`src/rtl/color_pkg.sv`:
```
// Shared types for the colour vote filter: colour encoding, FSM states and
// the colour-to-step mapping used by the game FSM.
package color_pkg;

  localparam int NUM_COLORS = 4;

  typedef enum logic [1:0] {
    NONE  = 2'd0,
    RED   = 2'd1,
    GREEN = 2'd2,
    BLUE  = 2'd3
  } color_t;

  typedef enum logic [1:0] {
    IDLE   = 2'd0,
    COUNT  = 2'd1,
    DECIDE = 2'd2
  } vote_state_t;

  function automatic logic [1:0] color_to_steps(input color_t c);
    logic [1:0] steps;
    case (c)
      RED:     steps = 2'd1;
      GREEN:   steps = 2'd2;
      BLUE:    steps = 2'd3;
      default: steps = 2'd0;
    endcase
    return steps;
  endfunction

endpackage

```
`src/rtl/color_history_ring.sv`:
```
// Ring buffer of the last WINDOW frame results with a write pointer, a
// saturating fill count and a combinational read port addressed by index.
module color_history_ring
  import color_pkg::*;
#(
  parameter int WINDOW = 5,
  parameter int CONF_W = 16,
  parameter int PTR_W  = $clog2(WINDOW)
) (
  input  logic              clk,
  input  logic              reset,
  input  logic              clear,
  input  logic              wr_en,
  input  color_t            wr_color,
  input  logic [CONF_W-1:0] wr_conf,
  input  logic [PTR_W-1:0]  rd_idx,
  output logic              rd_valid,
  output color_t            rd_color,
  output logic [CONF_W-1:0] rd_conf,
  output logic [3:0]        fill_count
);

  localparam logic [PTR_W-1:0] LAST_PTR = PTR_W'(WINDOW - 1);
  localparam logic [3:0]       FULL     = 4'(WINDOW);

  logic [WINDOW-1:0] valid_q, valid_d;
  color_t            color_q [WINDOW];
  color_t            color_d [WINDOW];
  logic [CONF_W-1:0] conf_q  [WINDOW];
  logic [CONF_W-1:0] conf_d  [WINDOW];
  logic [PTR_W-1:0]  wr_ptr_q, wr_ptr_d;
  logic [3:0]        fill_q, fill_d;

  always_comb begin
    valid_d  = valid_q;
    color_d  = color_q;
    conf_d   = conf_q;
    wr_ptr_d = wr_ptr_q;
    fill_d   = fill_q;
    // Flushing only the valid bits is enough: stale payload is never counted.
    if (clear) begin
      valid_d  = '0;
      wr_ptr_d = '0;
      fill_d   = '0;
    end else if (wr_en) begin
      valid_d[wr_ptr_q] = 1'b1;
      color_d[wr_ptr_q] = wr_color;
      conf_d[wr_ptr_q]  = wr_conf;
      wr_ptr_d          = (wr_ptr_q == LAST_PTR) ? '0 : wr_ptr_q + 1'b1;
      if (fill_q != FULL) fill_d = fill_q + 4'd1;
    end
  end

  always_ff @(posedge clk or posedge reset) begin
    if (reset) begin
      valid_q  <= '0;
      wr_ptr_q <= '0;
      fill_q   <= '0;
      for (int i = 0; i < WINDOW; i++) begin
        color_q[i] <= NONE;
        conf_q[i]  <= '0;
      end
    end else begin
      valid_q  <= valid_d;
      wr_ptr_q <= wr_ptr_d;
      fill_q   <= fill_d;
      color_q  <= color_d;
      conf_q   <= conf_d;
    end
  end

  assign rd_valid   = valid_q[rd_idx];
  assign rd_color   = color_q[rd_idx];
  assign rd_conf    = conf_q[rd_idx];
  assign fill_count = fill_q;

endmodule

```
`src/rtl/color_vote_filter.sv`:
```
// Temporal majority-vote filter over the last WINDOW colour detections, with
// a hold/timeout rule when no colour wins. One decision per accepted frame.
module color_vote_filter
  import color_pkg::*;
#(
  parameter int WINDOW         = 5,
  parameter int MAJORITY       = (WINDOW / 2) + 1,
  parameter int CONF_W         = 16,
  parameter int MIN_CONFIDENCE = 100,
  parameter int HOLD_FRAMES    = 2
) (
  input  logic              clk,
  input  logic              reset,
  input  color_t            in_color,
  input  logic              in_valid,
  input  logic [CONF_W-1:0] in_conf,
  input  logic              clear,
  output color_t            out_color,
  output logic [1:0]        out_steps,
  output logic [CONF_W-1:0] out_conf,
  output logic              out_valid,
  output logic              out_changed,
  output logic              locked,
  output logic [3:0]        fill_count,
  output logic              overrun,
  output vote_state_t       dbg_state
);

  // Handshake: in_valid is a one-cycle pulse accepted only in IDLE; frames
  // arriving in COUNT/DECIDE are dropped and flagged on overrun. out_valid is
  // a one-cycle pulse with no backpressure, WINDOW+2 cycles after acceptance.

  localparam int                PTR_W    = $clog2(WINDOW);
  localparam logic [PTR_W-1:0]  LAST_IDX = PTR_W'(WINDOW - 1);
  localparam logic [3:0]        MAJ      = 4'(MAJORITY);
  localparam logic [3:0]        HOLD_MAX = 4'(HOLD_FRAMES);
  localparam logic [CONF_W-1:0] MIN_CONF = CONF_W'(MIN_CONFIDENCE);

  vote_state_t       state_q, state_d;
  logic [PTR_W-1:0]  scan_q, scan_d;
  logic [3:0]        votes_q [NUM_COLORS];
  logic [3:0]        votes_d [NUM_COLORS];
  logic [CONF_W-1:0] maxc_q  [NUM_COLORS];
  logic [CONF_W-1:0] maxc_d  [NUM_COLORS];
  color_t            out_color_q, out_color_d;
  logic [CONF_W-1:0] out_conf_q, out_conf_d;
  logic              locked_q, locked_d;
  logic [3:0]        hold_q, hold_d;
  logic              out_valid_q, out_valid_d;
  logic              out_changed_q, out_changed_d;
  logic              overrun_q, overrun_d;

  logic              wr_en;
  color_t            wr_color;
  logic [CONF_W-1:0] wr_conf;
  logic              rd_valid;
  color_t            rd_color;
  logic [CONF_W-1:0] rd_conf;
  color_t            winner;
  logic              win_found;

  // Low-confidence frames still occupy a slot, as a NONE vote.
  assign wr_en    = in_valid && (state_q == IDLE) && !clear;
  assign wr_color = (in_conf >= MIN_CONF) ? in_color : NONE;
  assign wr_conf  = (in_conf >= MIN_CONF) ? in_conf : '0;

  color_history_ring #(
    .WINDOW (WINDOW),
    .CONF_W (CONF_W),
    .PTR_W  (PTR_W)
  ) u_ring (
    .clk        (clk),
    .reset      (reset),
    .clear      (clear),
    .wr_en      (wr_en),
    .wr_color   (wr_color),
    .wr_conf    (wr_conf),
    .rd_idx     (scan_q),
    .rd_valid   (rd_valid),
    .rd_color   (rd_color),
    .rd_conf    (rd_conf),
    .fill_count (fill_count)
  );

  always_comb begin
    winner    = NONE;
    win_found = 1'b0;
    for (int c = 1; c < NUM_COLORS; c++) begin
      if (votes_q[c] >= MAJ) begin
        winner    = color_t'(c[1:0]);
        win_found = 1'b1;
      end
    end
  end

  always_comb begin
    state_d       = state_q;
    scan_d        = scan_q;
    votes_d       = votes_q;
    maxc_d        = maxc_q;
    out_color_d   = out_color_q;
    out_conf_d    = out_conf_q;
    locked_d      = locked_q;
    hold_d        = hold_q;
    out_valid_d   = 1'b0;
    out_changed_d = 1'b0;
    overrun_d     = overrun_q;
    if (clear) begin
      state_d     = IDLE;
      scan_d      = '0;
      out_color_d = NONE;
      out_conf_d  = '0;
      locked_d    = 1'b0;
      hold_d      = '0;
      overrun_d   = 1'b0;
    end else begin
      if (in_valid && (state_q != IDLE)) overrun_d = 1'b1;
      case (state_q)
        IDLE: begin
          if (in_valid) begin
            state_d = COUNT;
            scan_d  = '0;
            for (int c = 0; c < NUM_COLORS; c++) begin
              votes_d[c] = '0;
              maxc_d[c]  = '0;
            end
          end
        end
        COUNT: begin
          if (rd_valid) begin
            votes_d[rd_color] = votes_q[rd_color] + 4'd1;
            if (rd_conf > maxc_q[rd_color]) maxc_d[rd_color] = rd_conf;
          end
          if (scan_q == LAST_IDX) state_d = DECIDE;
          else                    scan_d  = scan_q + 1'b1;
        end
        DECIDE: begin
          out_valid_d = 1'b1;
          locked_d    = 1'b0;
          if (win_found) begin
            out_color_d = winner;
            out_conf_d  = maxc_q[winner];
            locked_d    = 1'b1;
            hold_d      = '0;
          end else if (hold_q < HOLD_MAX) begin
            hold_d = hold_q + 4'd1;
          end else begin
            out_color_d = NONE;
            out_conf_d  = '0;
          end
          out_changed_d = (out_color_d != out_color_q);
          state_d       = IDLE;
        end
        default: state_d = IDLE;
      endcase
    end
  end

  always_ff @(posedge clk or posedge reset) begin
    if (reset) begin
      state_q       <= IDLE;
      scan_q        <= '0;
      out_color_q   <= NONE;
      out_conf_q    <= '0;
      locked_q      <= 1'b0;
      hold_q        <= '0;
      out_valid_q   <= 1'b0;
      out_changed_q <= 1'b0;
      overrun_q     <= 1'b0;
      for (int c = 0; c < NUM_COLORS; c++) begin
        votes_q[c] <= '0;
        maxc_q[c]  <= '0;
      end
    end else begin
      state_q       <= state_d;
      scan_q        <= scan_d;
      out_color_q   <= out_color_d;
      out_conf_q    <= out_conf_d;
      locked_q      <= locked_d;
      hold_q        <= hold_d;
      out_valid_q   <= out_valid_d;
      out_changed_q <= out_changed_d;
      overrun_q     <= overrun_d;
      votes_q       <= votes_d;
      maxc_q        <= maxc_d;
    end
  end

  assign out_color   = out_color_q;
  assign out_steps   = color_to_steps(out_color_q);
  assign out_conf    = out_conf_q;
  assign out_valid   = out_valid_q;
  assign out_changed = out_changed_q;
  assign locked      = locked_q;
  assign overrun     = overrun_q;
  assign dbg_state   = state_q;

endmodule

```
`config.mk`:
```
export PLATFORM = sky130hd
export DESIGN_NAME = color_vote_filter
export DESIGN_NICKNAME = d
export VERILOG_FILES = /design/src/rtl/color_pkg.sv /design/src/rtl/color_history_ring.sv /design/src/rtl/color_vote_filter.sv
export SDC_FILE = /design/constraint.sdc
export NUM_CORES = 1
export LEC_CHECK = 0
export ABC_AREA = 1
export BUFFER_PORTS_ARGS = -buffer_cell sky130_fd_sc_hd__buf_2
export CORE_MARGIN = 5
export CORE_UTILIZATION = 40
export DETAILED_ROUTE_END_ITERATION = 10
export PLACE_DENSITY = 0.58
export RECOVER_POWER = 25
export SYNTH_ARGS = -nofsm -noshare
export SYNTH_HDL_FRONTEND = slang
export SYNTH_HIERARCHICAL = 1
export SYNTH_SLANG_ARGS = --single-unit
```
`constraint.sdc`:
```
create_clock -name clk -period 6.9 [get_ports clk]
set_input_delay 2.07 -clock clk [delete_from_list [all_inputs] [get_ports clk]]
set_output_delay 2.07 -clock clk [all_outputs]
set_load 0.1 [all_outputs]
```
==> summary.md, run 1 <==
| Metric | Value |
|---|---|
| Status | `finished with violations` |
| Failing checks | `capacitance limit, slew limit` |
| Hold_sp | `u_ring/conf_q[11]` |
| Final cell count without fillers | `approximately 1800` |
| Final Hold Vio Count | `0` |
| GR Layer Usage met1 | `28.9%` |
| Routed len/inst | `~17 um` |
| Hold Crit Class | `register to register` |
| Hold_buf cts | `0` |
| DP HPWL | `19900 um` |
| CP startpoint kind | `register` |
| Placeable Area | `between 20000 and 30000 sq um` |
| #FFs+latches synth | `213` |
| M2 GR Usage | `32.1%` |
| CTS sink count | `213` |
| LEAKAGE | `6.49 nW` |
| FF-to-FF End | `maxc_q[13]` |
| Synth top area share | `48.2%` |
| Setup Viol. Count Final | `0` |
| Starting density of the core | `40.8%` |
| Seq/Total Area, Yosys | `48.2%` |
| Slew @ Worst Pin | `3220 ps` |
| Max clock buf depth | `3` |
| # fillers | `around 2800` |
| Slew margin rel. | `-116%` |
| Clock slew at reported path FFs | `60 ps` |
| Maxcap violations | `2` |
| # IOs | `52` |
| RSZ-0062 raised after global routing | `no` |
| CTS Buf Count | `24` |
| R2r setup slk | `between 2000 and 2500 ps` |
| Multi-input logic area | `about 5000 sq um` |
| # resized after CTS | `0` |
| DIE HEIGHT | `around 180 um` |
| Residual DRC | `0` |
| WS Path Type | `register to register` |
| Final setup TNS | `0 ps` |
| Arrival time worst endpoint | `5060 ps` |
| Hold WS | `between 400 and 500 ps` |
| Post-DRT Antenna Nets | `0` |
| First-pass GRT wire length | `51000 um` |
| Hold path cells | `2` |
| Post-CTS Setup Bufs | `0` |
| Vias in the first global route | `between 9000 and 10000` |
| Row count | `60` |
| Maximum clock frequency | `about 220 MHz` |
| Via count | `9590` |
| Cell count of the worst reg-to-reg path | `20` |
| Inst Count DP | `1799` |
| M3 GR Usage | `2.70%` |
| Reg area | `around 5300 sq um` |
| Power Dens Cells | `336 nW/um^2` |
| Syn Nets | `1481` |
| Worst r2r src | `scan_q[1]` |
| CTS root buf | `clkbuf_16` |
| Die Width | `~180 um` |
| Cells after Synth | `about 1400` |
| CTS tree | `built` |
| Initial DRC Count | `839` |
| Synth-to-layout area growth | `10.8%` |
| Max-slew violations | `about 140` |
| Fin crit share | `between 60% and 70%` |
| CP endpoint kind | `register` |
| Synth warn | `6` |
| Initial antenna violation count | `0` |
| Vias per cell | `5.20` |
| Min Clock Period, post-route | `4610 ps` |
| Later-pin clock latency in the skew report | `520 ps` |
| DRT Pass-1 Iters | `5` |
| Cell variety after synth | `41` |
| Gr ovfl total | `0` |
| Area leader, netlist | `dfrtp_1` |
| Clock Skew | `around 14 ps` |
| Worst endpoint required time | `7350 ps` |
| H-Tree Depth | `1` |
| Synth Cell Area | `between 10000 and 15000 sq um` |
| Largest net degree at the start of global routing | `between 70 and 80` |
| Share of cells above drive strength 1 | `9.72%` |
| CP max FO | `42` |
| I/O Buffers | `51` |
| Ant diodes | `0` |
| Placer Congestion | `0.818` |
| Post-Syn Area per Cell | `7.70 sq um` |
| Post-layout net count | `1499` |
| Total GRT Usage | `20.1%` |
| Hold EP | `u_ring/conf_q[11]` |
| VDD IR max | `approximately 0.00015 V` |
| Top post-synthesis cells by area | `dfrtp_1 48%, nand2_1 20%, nand3_1 9.1%, o21ai_0 3.1%, ha_1 2.7%` |
| Routed WL | `approximately 31000 um` |
| Busiest grt layer | `met2` |
| Die ar. | `between 30000 and 40000 sq um` |
-- report_power, final --
group	switching [W]	internal, W	total [W]
clock	0.000518	0.000782	0.00130
sequential	0.000153	0.00147	0.00163
combinational	0.000837	0.000349	0.00119
total	0.00151	0.00260	0.00411
-- sequential cells by signal (all words and copies together) (netlist names), 3 cells and up --
name and count:
u_ring/wr_ptr_q 3, u_ring/valid_q 5, u_ring/color_q 10, maxc_q 64, votes_q 16, u_ring/conf_q 80, hold_q 4, scan_q 3
out_conf 16, u_ring/fill_count 4
-- stage by stage --
step / total power [W] / setup WS (ps) / util (%) / instance area (sq um)
after floorplan: 0.00248 / 1900 / - / 11000
after global placement: 0.00281 / 2460 / 42.3 / 11500
after detailed placement: 0.00282 / 2400 / 42.3 / 11500
after CTS: 0.00413 / 2320 / 45.2 / 12300
after global routing: 0.00438 / 1940 / 45.2 / 12200
final: 0.00411 / 2290 / 45.2 / 12200
-- logic make-up after synthesis --
kind of cell    Yosys count  share of synthesized area, %
flops                   213                          48.2
simple gates            889                          33.8
buf+inv                 164                          7.00
xor+xnor                  5                         0.396
compound gates          140                          7.80
fa+ha+maj                24                          2.72
-- placed cells by master, fill, tap and decap left out, types with 2 or more instances in the layout --
cell        instances
xor2_1              2
nand4_1             3
dfrtp_1           213
nor2_1             60
nand2_2             9
nor2_2              8
clkbuf_1           11
inv_2              10
buf_2              48
inv_1              76
a21oi_1            12
a221oi_1           15
clkinv_2            5
a22oi_1             2
nand3_1           202
clkbuf_8            4
clkbuf_16          25
buf_4              15
nor2_4              6
a22o_1              9
nand2_1           589
xnor2_1             3
nor3_2              2
o22ai_1            14
clkinvlp_2          2
nor3_1              2
nand2_4             2
o21ai_0            69
o21ai_1             7
nand3b_1            2
bufinv_16           2
ha_1               24
o211ai_1            7
clkinv_1            2
-- routing by layer --
metal  up-vias  wire length (um)
met5         -                 0
met4         0               599
met3        45              1590
met2       289             14200
met1      4577             14600
li1       4679                 -
-- synth_stat cells, drive strengths merged --
| cell | n |
|---|---|
| a21o | 1 |
| a21oi | 12 |
| a221oi | 15 |
| a22o | 9 |
| a22oi | 2 |
| a311oi | 1 |
| a31o | 1 |
| buf | 50 |
| clkbuf | 24 |
| clkinv | 2 |
| dfrtp | 213 |
| ha | 24 |
| inv | 88 |
| nand2 | 600 |
| nand3 | 203 |
| nand3b | 2 |
| nand4 | 3 |
| nor2 | 74 |
| nor3 | 4 |
| nor4 | 2 |
| o2111ai | 1 |
| o211ai | 7 |
| o21ai | 77 |
| o22ai | 14 |
| or2 | 1 |
| xnor2 | 3 |
| xor2 | 2 |
-- worst max-delay path by stage --
| stage | slack [ps] | endpoint | from |
|---|---|---|---|
| 3_3_place_gp | 2460 | maxc_q[31] | scan_q[1] |
| 6_report | 2290 | maxc_q[13] | scan_q[1] |
| 4_1_cts | 2320 | maxc_q[62] | scan_q[1] |
| 5_1_grt | 1940 | maxc_q[24] | scan_q[1] |
| 3_5_place_dp | 2400 | maxc_q[54] | scan_q[1] |
| 2_1_floorplan | 1900 | dbg_state[0] | reset |
-- critical path, stage by stage, from the launching register on --
cell and delay (ps):
dfrtp_1 370, buf_4 240, clkinv_1 130, buf_4 280, nand3_1 120, nand3_1 110, nand2_1 150, nand2_1 200
clkinv_1 580, a221oi_1 580, ha_1 300, nand2_1 80, nor2_1 70, nand4_1 70, nor2_1 50, nor2_1 100
nand2_1 110, nand2_4 270, buf_4 460, nand3_1 140, nand2_1 100
-- area by class of cell --
class,count,share of cell area (%)
sequential,213,43.5
timing repair buffer,66,2.97
inverter,90,2.78
tap,372,3.80
multi-input combinational,1058,40.4
clock buffer,37,5.80
clock inverter,7,0.695
No activity file was read; power rests on OpenSTA's default activity.
==> inputs of run 2 (changes only) <==
PLACE_DENSITY = 0.6   (was 0.58)
clock period = 4.2 ns   (was 6.9 ns; I/O delays follow)
==> summary.md, run 2 (same netlist as run 1, synthesis figures left out) <==
| Metric | Value |
|---|---|
| Status | `finished with violations` |
| Failing checks | `capacitance limit, slew limit` |
| Final Hold Vio Count | `0 (unchanged)` |
| CP max FO | `34 (-19%)` |
| Worst endpoint required time | `4610 ps (-2740 ps)` |
| CP startpoint kind | `register` |
| VDD IR max | `0.000341 V (+130%)` |
| Row count | `60 (unchanged)` |
| Most common cell after layout, fill and taps aside | `nand2_1` |
| Placer Congestion | `0.837 (+2.2%)` |
| CTS tree | `built` |
| # fillers | `2733 (-1.5%)` |
| # resized after CTS | `0 (unchanged)` |
| DP HPWL | `20200 um (+1.7%)` |
| Starting density of the core | `40.8% (unchanged)` |
| Placeable Area | `27100 sq um (unchanged)` |
| WS Path Type | `register to register` |
| Die Width | `176 um (unchanged)` |
| P_int | `0.00446 W (+71%)` |
| Setup Viol. Count Final | `0 (unchanged)` |
| Hold_buf cts | `0 (unchanged)` |
| DRT Pass-1 Iters | `5 (unchanged)` |
| CP endpoint kind | `register` |
| Sw frac | `36.1% (-0.56 points)` |
| Post-DRT Antenna Nets | `0 (unchanged)` |
| Largest net degree at the start of global routing | `65 (-9.7%)` |
| Post-CTS Setup Bufs | `0 (unchanged)` |
| Routed WL | `30800 um (-0.52%)` |
| I/O Buffers | `51 (unchanged)` |
| Ant diodes | `0 (unchanged)` |
| Power Dens Cells | `559 nW/um^2 (+66%)` |
| CTS sink count | `213 (unchanged)` |
| Via count | `9654 (+0.67%)` |
| Die ar. | `31000 sq um (unchanged)` |
| Arrival time worst endpoint | `4220 ps (-840 ps)` |
| Max-slew violations | `113 (-20%)` |
| Clock slew at reported path FFs | `60 ps (about the same)` |
| Initial antenna violation count | `0 (unchanged)` |
| Later-pin clock latency in the skew report | `520 ps (about the same)` |
| Maxcap violations | `2 (unchanged)` |
| H-Tree Depth | `1 (unchanged)` |
| Vias in the first global route | `9079 (-3.3%)` |
| Hold Crit Class | `register to register` |
| CTS Buf Count | `24 (unchanged)` |
| Slew margin rel. | `-68.4% (+47 points)` |
| LEAKAGE | `6.63 nW (+2.3%)` |
| Max clock buf depth | `3 (unchanged)` |
| # IOs | `52 (unchanged)` |
| Sequential group share of total power | `38.3% (-1.3 points)` |
| Total GRT Usage | `19.8% (-0.30 points)` |
| Sw power | `0.00252 W (+67%)` |
| Clock share of power | `32.7% (+1.1 points)` |
| Maximum clock frequency | `262 MHz (+21%)` |
| First-pass GRT wire length | `49900 um (-2.0%)` |
| Post-layout net count | `1516 (+1.1%)` |
| Synth-to-layout area growth | `13.0%` |
| Clock Skew | `13.8 ps (+0.00190 ps)` |
| Largest Register | `u_ring/conf_q` |
| Initial DRC Count | `923 (+10%)` |
| Most frequent cells in the layout | `589 x nand2_1, 213 x dfrtp_1, 202 x nand3_1` |
| Fin crit share | `90.8% (+24 points)` |
| Final cell count without fillers | `1860 (+0.92%)` |
| Biggest regs | `u_ring/conf_q x80, maxc_q x64` |
| Inst Count DP | `1816 (+0.94%)` |
| Min Clock Period, post-route | `3810 ps (-795 ps)` |
| Vias per cell | `5.19 (-0.25%)` |
| Comb power frac | `29.0% (+0.2 points)` |
| Routed len/inst | `16.6 um (-1.4%)` |
| Place WS | `246 ps (-2150 ps)` |
| Slew @ Worst Pin | `2520 ps (-694 ps)` |
| DIE HEIGHT | `176 um (unchanged)` |
| Gr ovfl total | `0 (unchanged)` |
| Residual DRC | `0 (unchanged)` |
| Final WS setup | `386 ps (-1900 ps)` |
| Flip-flop count of the largest register after layout | `80 (unchanged)` |
| Share of cells above drive strength 1 | `11.2% (+1.4 points)` |
| CTS root buf | `clkbuf_16` |
## run 2: changes by cell type in the layout (fill, tap and decap cells not counted), moves of 3 or more
| cell | delta |
|---|---|
| buf_4 | +13 |
| buf_12 | +3 |
| clkinv_2 | +3 |
| bufinv_16 | +3 |
| clkbuf_1 | -7 |
## run 2: power by group through the flow
stage	combinational, W	sequential (W)	clock (W)
2_1_floorplan	0.00141	0.00266	0
3_3_place_gp	0.00197	0.00270	0
3_5_place_dp	0.00199	0.00270	0
4_1_cts	0.00200	0.00267	0.00233
5_1_grt	0.00227	0.00272	0.00243
6_report	0.00202	0.00267	0.00228
## run 2: through the flow
stage	TNS [ps]	total power, W	hold WS [ps]	utilization (%)	instance area [sq um]
floorplan	0	0.00407	442	-	11000
global placement	0	0.00467	454	42.9	11600
detailed placement	0	0.00469	458	42.9	11600
CTS	0	0.00700	473	46.1	12500
global route	-19.1	0.00741	481	46.1	12500
finish	0	0.00698	470	46.1	12500
## run 2: final cells by class
cell class | instances | area (sq um) | area share (%)
sequential | 213 | 5330 | 42.7
multi-input combinational | 1058 | 4960 | 39.7
clock buffer | 29 | 649 | 5.20
timing repair buffer | 83 | 534 | 4.28
tap | 372 | 465 | 3.73
inverter | 90 | 339 | 2.71
clock inverter | 15 | 215 | 1.72
## run 2: layer usage
| metal | up-vias | part of all wire, % | global-route usage [%] | wire (um) |
|---|---|---|---|---|
| met3 | 31 | 6.4 | 2.40 | 1970 |
| li1 | 4716 | - | - | - |
| met4 | 0 | 1.6 | 3.87 | 481 |
| met2 | 312 | 46 | 32.3 | 14300 |
| met5 | - | 0 | 0 | 0 |
| met1 | 4595 | 46 | 28.5 | 14100 |
## run 2: path summary, 6_finish.rpt
check	from	endpoint	slack (ps)	depth (start not counted)
setup / recovery	scan_q[0]	maxc_q[41]	390	20
hold / removal	maxc_q[46]	maxc_q[46]	470	2
setup reg to reg	scan_q[0]	maxc_q[41]	390	20
hold reg to reg	maxc_q[46]	maxc_q[46]	470	2
max in group asynchronous	reset	maxc_q[9]	1130	2
min in group asynchronous	reset	u_ring/fill_count[2]	1360	2
## run 2: critical path: stages, from the launching register on
cell and delay [ps]:
dfrtp_1 540, inv_1 200, nand2_1 100, nand3_1 70, nand3_1 90, nand2_1 120, nand2_1 240, clkinv_1 90
buf_4 220, a221oi_1 450, ha_1 320, nand2_1 80, nor2_1 70, nand4_1 80, nor2_1 50, nor2_1 90
nand2_1 130, nand2_8 220, nand2_2 310, nand2_1 140, nand2_1 60
